## src/rtl/adder_select_scheduler_if.sv

```systemverilog
// -----------------------------------------------------------------------------
// adder_select_scheduler_if
// Table write bus of the adder select scheduler.
//   wr_valid_i  : write request (master -> slave)
//   wr_ready_o  : write accepted when high together with wr_valid_i (slave -> master)
//   wr_addr_i   : table entry index
//   wr_mask_i   : adder select mask stored in the entry
//   wr_dwell_i  : hold time of the entry in cycles
// Modports: master (bench / host side), slave (scheduler side).
// -----------------------------------------------------------------------------
interface adder_select_scheduler_if #(
  parameter int N_ENTRIES   = 8,
  parameter int DWELL_WIDTH = 16,
  parameter int MASK_WIDTH  = 8
);
  localparam int AW = $clog2(N_ENTRIES);

  logic                   wr_valid_i;
  logic                   wr_ready_o;
  logic [AW-1:0]          wr_addr_i;
  logic [MASK_WIDTH-1:0]  wr_mask_i;
  logic [DWELL_WIDTH-1:0] wr_dwell_i;

  modport master (
    output wr_valid_i, wr_addr_i, wr_mask_i, wr_dwell_i,
    input  wr_ready_o
  );

  modport slave (
    input  wr_valid_i, wr_addr_i, wr_mask_i, wr_dwell_i,
    output wr_ready_o
  );
endinterface

```

## src/rtl/adder_select_scheduler.sv

```systemverilog
// -----------------------------------------------------------------------------
// adder_select_scheduler
// Plays a table of (select mask, dwell) entries onto the select input of a
// conditional adder. Each entry is held for max(dwell,1) cycles, either as a
// single pass (ending with a one-cycle done pulse) or looping.
// Ports:
//   clk_i, rst_ni   : clock, asynchronous active-low reset
//   wr_bus          : table write bus (slave modport), accepted only in IDLE
//   run_i           : level, high runs the schedule, low aborts to IDLE
//   loop_i          : 1 = wrap to entry 0 after the last entry
//   n_entries_i     : active entries, values above N_ENTRIES clamp
//   add_select_o    : registered select mask
//   index_o         : entry currently applied
//   busy_o          : high while running
//   switch_o        : pulse in the first cycle of each applied entry
//   done_o          : pulse on single-pass completion
//   settle_o        : only with ADDER_SCHED_SETTLE_EN; high for two cycles
//                     starting at every switch_o pulse
// Optional feature macro: ADDER_SCHED_SETTLE_EN
// -----------------------------------------------------------------------------
module adder_select_scheduler #(
  parameter int N_ENTRIES   = 8,
  parameter int DWELL_WIDTH = 16,
  parameter int MASK_WIDTH  = 8
) (
  input  logic                          clk_i,
  input  logic                          rst_ni,
  adder_select_scheduler_if.slave       wr_bus,
  input  logic                          run_i,
  input  logic                          loop_i,
  input  logic [$clog2(N_ENTRIES):0]    n_entries_i,
  output logic [MASK_WIDTH-1:0]         add_select_o,
  output logic [$clog2(N_ENTRIES)-1:0]  index_o,
  output logic                          busy_o,
  output logic                          switch_o,
  output logic                          done_o
`ifdef ADDER_SCHED_SETTLE_EN
  ,
  output logic                          settle_o
`endif
);
  localparam int IW = $clog2(N_ENTRIES);
  localparam int NW = IW + 1;
  localparam logic [NW-1:0] N_MAX = NW'(N_ENTRIES);

  typedef enum logic [1:0] {
    IDLE = 2'd0,
    RUN  = 2'd1,
    DONE = 2'd2
  } state_e;

  state_e                 state_r;
  logic [MASK_WIDTH-1:0]  mask_tbl_r  [N_ENTRIES];
  logic [DWELL_WIDTH-1:0] dwell_tbl_r [N_ENTRIES];
  logic [DWELL_WIDTH-1:0] dwell_cnt_r;
  logic [MASK_WIDTH-1:0]  add_select_r;
  logic [IW-1:0]          index_r;
  logic                   busy_r;
  logic                   switch_r;
  logic                   done_r;
  logic                   wr_ready_r;

  logic [NW-1:0]          n_eff_s;
  logic [IW-1:0]          next_idx_s;
  logic                   last_s;
  logic                   has_entries_s;

  // The counter is loaded with hold-1 so that dwell 0 and dwell 1 both give a
  // single cycle and the all-ones dwell never needs an extra counter bit.
  function automatic logic [DWELL_WIDTH-1:0] hold_load(input logic [DWELL_WIDTH-1:0] d);
    if (d == DWELL_WIDTH'(0)) begin
      hold_load = DWELL_WIDTH'(0);
    end else begin
      hold_load = d - DWELL_WIDTH'(1);
    end
  endfunction

  // End-of-entry decision inputs: clamped entry count and "current is last".
  always_comb begin
    if (n_entries_i > N_MAX) begin
      n_eff_s = N_MAX;
    end else begin
      n_eff_s = n_entries_i;
    end
    next_idx_s    = index_r + IW'(1);
    // A count lowered below the current entry also ends the pass here.
    last_s        = (({1'b0, index_r} + NW'(1)) >= n_eff_s);
    has_entries_s = (n_eff_s != NW'(0));
  end

  // Schedule FSM, table write port and all registered outputs.
  always_ff @(posedge clk_i or negedge rst_ni) begin
    if (!rst_ni) begin
      state_r      <= IDLE;
      dwell_cnt_r  <= DWELL_WIDTH'(0);
      add_select_r <= MASK_WIDTH'(0);
      index_r      <= IW'(0);
      busy_r       <= 1'b0;
      switch_r     <= 1'b0;
      done_r       <= 1'b0;
      wr_ready_r   <= 1'b0;
      for (int i = 0; i < N_ENTRIES; i++) begin
        mask_tbl_r[i]  <= MASK_WIDTH'(0);
        dwell_tbl_r[i] <= DWELL_WIDTH'(0);
      end
    end else begin
      if (wr_bus.wr_valid_i && wr_ready_r) begin
        mask_tbl_r[wr_bus.wr_addr_i]  <= wr_bus.wr_mask_i;
        dwell_tbl_r[wr_bus.wr_addr_i] <= wr_bus.wr_dwell_i;
      end
      switch_r <= 1'b0;
      done_r   <= 1'b0;
      case (state_r)
        IDLE: begin
          if (run_i && has_entries_s) begin
            state_r      <= RUN;
            add_select_r <= mask_tbl_r[0];
            index_r      <= IW'(0);
            busy_r       <= 1'b1;
            switch_r     <= 1'b1;
            dwell_cnt_r  <= hold_load(dwell_tbl_r[0]);
            wr_ready_r   <= 1'b0;
          end else begin
            add_select_r <= MASK_WIDTH'(0);
            index_r      <= IW'(0);
            busy_r       <= 1'b0;
            dwell_cnt_r  <= DWELL_WIDTH'(0);
            wr_ready_r   <= 1'b1;
          end
        end
        RUN: begin
          if (!run_i) begin
            state_r      <= IDLE;
            add_select_r <= MASK_WIDTH'(0);
            index_r      <= IW'(0);
            busy_r       <= 1'b0;
            dwell_cnt_r  <= DWELL_WIDTH'(0);
            wr_ready_r   <= 1'b1;
          end else if (dwell_cnt_r != DWELL_WIDTH'(0)) begin
            dwell_cnt_r <= dwell_cnt_r - DWELL_WIDTH'(1);
          end else if (!last_s) begin
            add_select_r <= mask_tbl_r[next_idx_s];
            index_r      <= next_idx_s;
            switch_r     <= 1'b1;
            dwell_cnt_r  <= hold_load(dwell_tbl_r[next_idx_s]);
          end else if (loop_i && has_entries_s) begin
            add_select_r <= mask_tbl_r[0];
            index_r      <= IW'(0);
            switch_r     <= 1'b1;
            dwell_cnt_r  <= hold_load(dwell_tbl_r[0]);
          end else begin
            state_r      <= DONE;
            add_select_r <= MASK_WIDTH'(0);
            index_r      <= IW'(0);
            busy_r       <= 1'b0;
            done_r       <= 1'b1;
            dwell_cnt_r  <= DWELL_WIDTH'(0);
          end
        end
        DONE: begin
          state_r    <= IDLE;
          wr_ready_r <= 1'b1;
        end
        default: begin
          state_r      <= IDLE;
          add_select_r <= MASK_WIDTH'(0);
          index_r      <= IW'(0);
          busy_r       <= 1'b0;
          dwell_cnt_r  <= DWELL_WIDTH'(0);
          wr_ready_r   <= 1'b0;
        end
      endcase
    end
  end

  assign wr_bus.wr_ready_o = wr_ready_r;
  assign add_select_o      = add_select_r;
  assign index_o           = index_r;
  assign busy_o            = busy_r;
  assign switch_o          = switch_r;
  assign done_o            = done_r;

`ifdef ADDER_SCHED_SETTLE_EN
  logic apply_s;
  logic settle_r;
  logic settle_hold_r;

  // Asserted when the coming edge applies a new entry (same terms as switch_o).
  always_comb begin
    apply_s = 1'b0;
    case (state_r)
      IDLE:    apply_s = run_i && has_entries_s;
      RUN:     apply_s = run_i && (dwell_cnt_r == DWELL_WIDTH'(0)) &&
                         (!last_s || (loop_i && has_entries_s));
      default: apply_s = 1'b0;
    endcase
  end

  // Two-cycle settle window; a new switch restarts it, so short dwells chain.
  always_ff @(posedge clk_i or negedge rst_ni) begin
    if (!rst_ni) begin
      settle_r      <= 1'b0;
      settle_hold_r <= 1'b0;
    end else if (apply_s) begin
      settle_r      <= 1'b1;
      settle_hold_r <= 1'b1;
    end else if (settle_hold_r) begin
      settle_r      <= 1'b1;
      settle_hold_r <= 1'b0;
    end else begin
      settle_r      <= 1'b0;
      settle_hold_r <= 1'b0;
    end
  end

  assign settle_o = settle_r;
`endif
endmodule

```

## src/flat_wrapper.sv

```systemverilog
// flat-port wrapper written by rule: the top's interface ports become plain ports
module adder_select_scheduler_flat 
#(
  parameter int N_ENTRIES   = 8,
  parameter int DWELL_WIDTH = 16,
  parameter int MASK_WIDTH  = 8
)
  (clk_i, rst_ni, run_i, loop_i, n_entries_i, add_select_o, index_o, busy_o, switch_o, done_o, wr_bus_wr_valid_i, wr_bus_wr_addr_i, wr_bus_wr_mask_i, wr_bus_wr_dwell_i, wr_bus_wr_ready_o);
  adder_select_scheduler_if #(.N_ENTRIES(N_ENTRIES), .DWELL_WIDTH(DWELL_WIDTH), .MASK_WIDTH(MASK_WIDTH)) wr_bus_i ();
  input  logic clk_i;
  input  logic rst_ni;
  input  logic run_i;
  input  logic loop_i;
  input  logic [$clog2(N_ENTRIES):0] n_entries_i;
  output logic [MASK_WIDTH-1:0] add_select_o;
  output logic [$clog2(N_ENTRIES)-1:0] index_o;
  output logic busy_o;
  output logic switch_o;
  output logic done_o;
  input wire logic [$bits(wr_bus_i.wr_valid_i)-1:0] wr_bus_wr_valid_i;
  input wire logic [$bits(wr_bus_i.wr_addr_i)-1:0] wr_bus_wr_addr_i;
  input wire logic [$bits(wr_bus_i.wr_mask_i)-1:0] wr_bus_wr_mask_i;
  input wire logic [$bits(wr_bus_i.wr_dwell_i)-1:0] wr_bus_wr_dwell_i;
  output wire logic [$bits(wr_bus_i.wr_ready_o)-1:0] wr_bus_wr_ready_o;
  assign wr_bus_i.wr_valid_i = wr_bus_wr_valid_i;
  assign wr_bus_i.wr_addr_i = wr_bus_wr_addr_i;
  assign wr_bus_i.wr_mask_i = wr_bus_wr_mask_i;
  assign wr_bus_i.wr_dwell_i = wr_bus_wr_dwell_i;
  assign wr_bus_wr_ready_o = wr_bus_i.wr_ready_o;
  adder_select_scheduler #(.N_ENTRIES(N_ENTRIES), .DWELL_WIDTH(DWELL_WIDTH), .MASK_WIDTH(MASK_WIDTH)) u_core (.clk_i(clk_i), .rst_ni(rst_ni), .wr_bus(wr_bus_i), .run_i(run_i), .loop_i(loop_i), .n_entries_i(n_entries_i), .add_select_o(add_select_o), .index_o(index_o), .busy_o(busy_o), .switch_o(switch_o), .done_o(done_o));
endmodule
```

## config.mk

```make
export PLATFORM = sky130hd
export DESIGN_NAME = adder_select_scheduler_flat
export DESIGN_NICKNAME = d
export VERILOG_FILES = /design/src/rtl/adder_select_scheduler_if.sv /design/src/rtl/adder_select_scheduler.sv /design/src/flat_wrapper.sv
export SDC_FILE = /design/constraint.sdc
export NUM_CORES = 1
export LEC_CHECK = 0
export ABC_CLOCK_PERIOD_IN_PS = 3400
export CAP_MARGIN = 20
export CORE_MARGIN = 2
export CORE_UTILIZATION = 40
export DETAILED_ROUTE_END_ITERATION = 10
export HOLD_SLACK_MARGIN = 0.1
export PLACE_DENSITY = 0.59
export SLEW_MARGIN = 20
export SYNTH_ARGS = -nofsm -noshare
export SYNTH_HDL_FRONTEND = slang
export SYNTH_SLANG_ARGS = --single-unit
```

## constraint.sdc

```tcl
create_clock -name clk_i -period 3.4 [get_ports clk_i]
set_clock_uncertainty 0.15 [all_clocks]
set_input_delay 0.34 -clock clk_i [delete_from_list [all_inputs] [get_ports clk_i]]
set_output_delay 0.34 -clock clk_i [all_outputs]
set_load 0.05 [all_outputs]
```

==> impl_metrics.tcl <==
set metrics [dict create \
    status "completed" \
    max_freq_mhz 314 \
    crit_arrival_ns 3.49 \
    cp_cell_sequence "ha_2, xnor2_4, buf_12, mux4_1, ha_1, inv_1, nor4_4, a31oi_4, buf_4, a21oi_1, o21ai_0" \
    synth_area_um2 11900 \
    synth_flop_cell "dfrtp_1" \
    port_buffers 50 \
    cp_top_family "multiplexers" \
    stdcell_count 1446 \
    grt_use_total 0.195 \
    ys_seq_area_frac 0.472 \
    critPathRequiredTime_ns 3.70 \
    seqCellArea_um2 5640 \
    ir_drop_v 0.000359 \
    yosysUniqueCellTypes 59 \
    antenna_found_initial 0 \
    die_area_um2 31200 \
    hold_viol 0 \
    die_height_um 177 \
    worstSetupStartpointType "flip-flop" \
    viasPerCell 5.69 \
    intPower_w 0.00830 \
    synth.avg_cell_area_um2 12.3 \
    crit_start "u_core.index_o[0]$_DFFE_PN0P_" \
    nFillCells 2676 \
    coreArea_um2 29500 \
    regToRegStartpoint "u_core.index_o[0]$_DFFE_PN0P_" \
    layout_min_cycle_time_ns 3.19 \
    wl_per_cell_um 20.5 \
    p_switching_w 0.00415 \
    gr-total-overflow 0 \
    drtPass1Iterations 5 \
    hold_slack_ns 0.261 \
    rows 63 \
    drt_first_iter_violations 612 \
    multiInputGateArea_um2 6000 \
    maxCapViolations 0 \
    crit_buf_inv 3 \
    dp_cells 1395 \
    synth_nets 1016 \
    max_stage_delay_ns 0.60 \
    clockBufferDepth 3 \
    cts_tree "done" \
    syn_to_final_growth_pct 18.2 \
    cts-root-buf "clkbuf_16" \
    reg2reg_to "u_core.dwell_cnt_r[9]$_DFFE_PN0N_" \
    ios 51 \
    worstSkewPairLatency_ns 0.53 \
    powerDensity_nw_per_um2 883 \
    drc 0 \
    combPwrFrac 0.359 \
    postRouteAntennaNets 0 \
    synth_cells 966 \
    start_util 0.405 \
    place_area_um2 13100 \
    crit_fanout 9 \
    post-place-ws_ns 0.173 \
    synth-async-reset-ratio 1.00 \
    final_nets 1086 \
    grt_pass1_wl_um 48300 \
    post-route-period-util 0.937 \
    finalMaxSlewViolations 0 \
    end_kind "flip-flop" \
    yosys_warnings 0 \
    dp_hpwl_um 20300 \
    drive_gt1_frac 0.316 \
    numCtsBuffers 26 \
    die_w_um 177 \
    vias 8223 \
    antennaDiodeCount 0 \
    grt_pass1_vias 8330 \
    rrSetupSlack_ns 0.21 \
    p_seq_frac 0.385 \
    slowest_stage "mux4_1" \
    grt_max_degree 89 \
    maxSlewHeadroom 0.420 \
    swShare 0.333 \
    clkTransAtPathRegs_ns 0.06 \
    final_cell_area_um2 14100 \
    setup_viol 0 \
    tightest_slew_ns 0.871 \
    p_clk_frac 0.256 \
    gp_congestion 0.895 \
    synth_edf_count 0 \
    cts.sinks 225 \
    ys_seq_elements 225 \
    criticalPathCategory "reg -> reg" \
    p_leak_nw 5.68 \
    reg2reg_depth 11 \
    setup_slack_ns 0.214 \
    hold_class "in -> async" \
    h-tree-depth 1 \
    wl_um 29700 \
]
-- per-layer routing --
layer | vias up | track usage | part of all wire
met5 | - | 0 | 0
met2 | 219 | 0.287 | 0.44
met3 | 41 | 0.0245 | 0.048
li1 | 3760 | - | -
met4 | 0 | 0.0523 | 0.023
met1 | 4203 | 0.303 | 0.49
-- metrics by stage --
stage               TNS (ns)  total power [W]  utilization
floorplan                  0          0.00784            -
global placement           0          0.00920        0.443
detailed placement         0          0.00929        0.443
CTS                        0           0.0125        0.477
global route        -0.00562           0.0132        0.478
finish                     0           0.0125        0.478
-- state kept, by name, summed over array words and instances (netlist names) --
register and count:
u_core.dwell_tbl_r 128, u_core.mask_tbl_r 64, u_core.dwell_cnt_r 16, u_core.add_select_o 8, u_core.index_o 3, u_core.state_r 2, u_core.busy_o 1, u_core.done_o 1
u_core.switch_o 1, u_core.wr_bus.wr_ready_o 1
-- worst max path at each step --
stage | end | cells past startpoint
3_3_place_gp | u_core.dwell_cnt_r[9]$_DFFE_PN0N_ | 10
3_5_place_dp | u_core.dwell_cnt_r[6]$_DFFE_PN0N_ | 9
4_1_cts | u_core.dwell_cnt_r[6]$_DFFE_PN0N_ | 9
2_1_floorplan | u_core.dwell_cnt_r[6]$_DFFE_PN0N_ | 13
6_report | u_core.dwell_cnt_r[9]$_DFFE_PN0N_ | 11
5_1_grt | u_core.dwell_cnt_r[13]$_DFFE_PN0N_ | 11
-- area by class of cell --
cell class                 instances  area share
clock inverter                     8      0.0135
sequential                       225       0.400
tap                              390      0.0346
multi-input combinational        674       0.426
inverter                          11     0.00328
timing repair buffer              98      0.0660
clock buffer                      40      0.0571
-- logic make-up after synthesis --
logic type / count (synthesis) / synth area share
muxes: 280 / 0.300
and+or+nand+nor: 212 / 0.0868
xor gates and xnor gates: 32 / 0.0251
adders and majority gates: 14 / 0.0147
DFF: 225 / 0.472
AOI/OAI and AO/OA: 136 / 0.0756
buffers and inverters: 67 / 0.0262
-- power by group through the flow --
| stage | clock network [W] | logic, W | registers (W) |
|---|---|---|---|
| after global placement | 0 | 0.00440 | 0.00480 |
| after detailed placement | 0 | 0.00446 | 0.00483 |
| after global routing | 0.00338 | 0.00489 | 0.00497 |
| final | 0.00318 | 0.00447 | 0.00480 |
| after CTS | 0.00326 | 0.00448 | 0.00479 |
| after floorplan | 0 | 0.00315 | 0.00470 |
-- cell usage in the layout, fill, tap and decap left out, drive strengths merged, types with 15 or more instances in the layout --
master	Yosys	routed
clkdlybuf4s50	0	49
dfrtp	225	225
clkbuf	40	40
nor2	59	59
nor3	21	21
o211ai	15	15
o21ai	40	40
buf	16	48
nand2	62	62
mux2	192	192
mux2i	48	48
xnor2	18	18
a21oi	29	29
mux4	40	40
-- Yosys cell counts (all sizes together), types with 2 or more instances --
cell type / number / area (um^2)
a21o: 4 / 30.0
nor4: 10 / 77.6
dfrtp: 225 / 5630
and2: 3 / 18.8
and3: 7 / 43.8
xnor2: 18 / 176
nand4b: 2 / 17.5
nand4: 3 / 18.8
a31oi: 7 / 58.8
nand3: 14 / 82.6
xor2: 14 / 123
mux2i: 48 / 480
or4: 6 / 48.8
nand2: 62 / 233
nor2: 59 / 221
nand2b: 6 / 37.5
o21ai: 40 / 200
ha: 14 / 175
o31ai: 9 / 67.6
and4: 2 / 17.5
o211ai: 15 / 113
nor4b: 2 / 17.5
inv: 11 / 46.3
o32ai: 2 / 17.5
mux4: 40 / 931
clkbuf: 40 / 150
o2111ai: 2 / 17.5
a221oi: 7 / 67.6
a221o: 7 / 70.1
a21oi: 29 / 145
buf: 16 / 116
mux2: 192 / 2160
or3: 9 / 56.3
nor2b: 3 / 18.8
a22oi: 7 / 52.6
nor3: 21 / 105
-- repair_timing --
action,4_1_cts,5_1_grt
hold buffers,1,0
setup endpoints to repair,0,6
setup buffers,0,2
resized for setup,0,1
hold endpoints to repair,85,0
(Power assumes the default switching activity.)
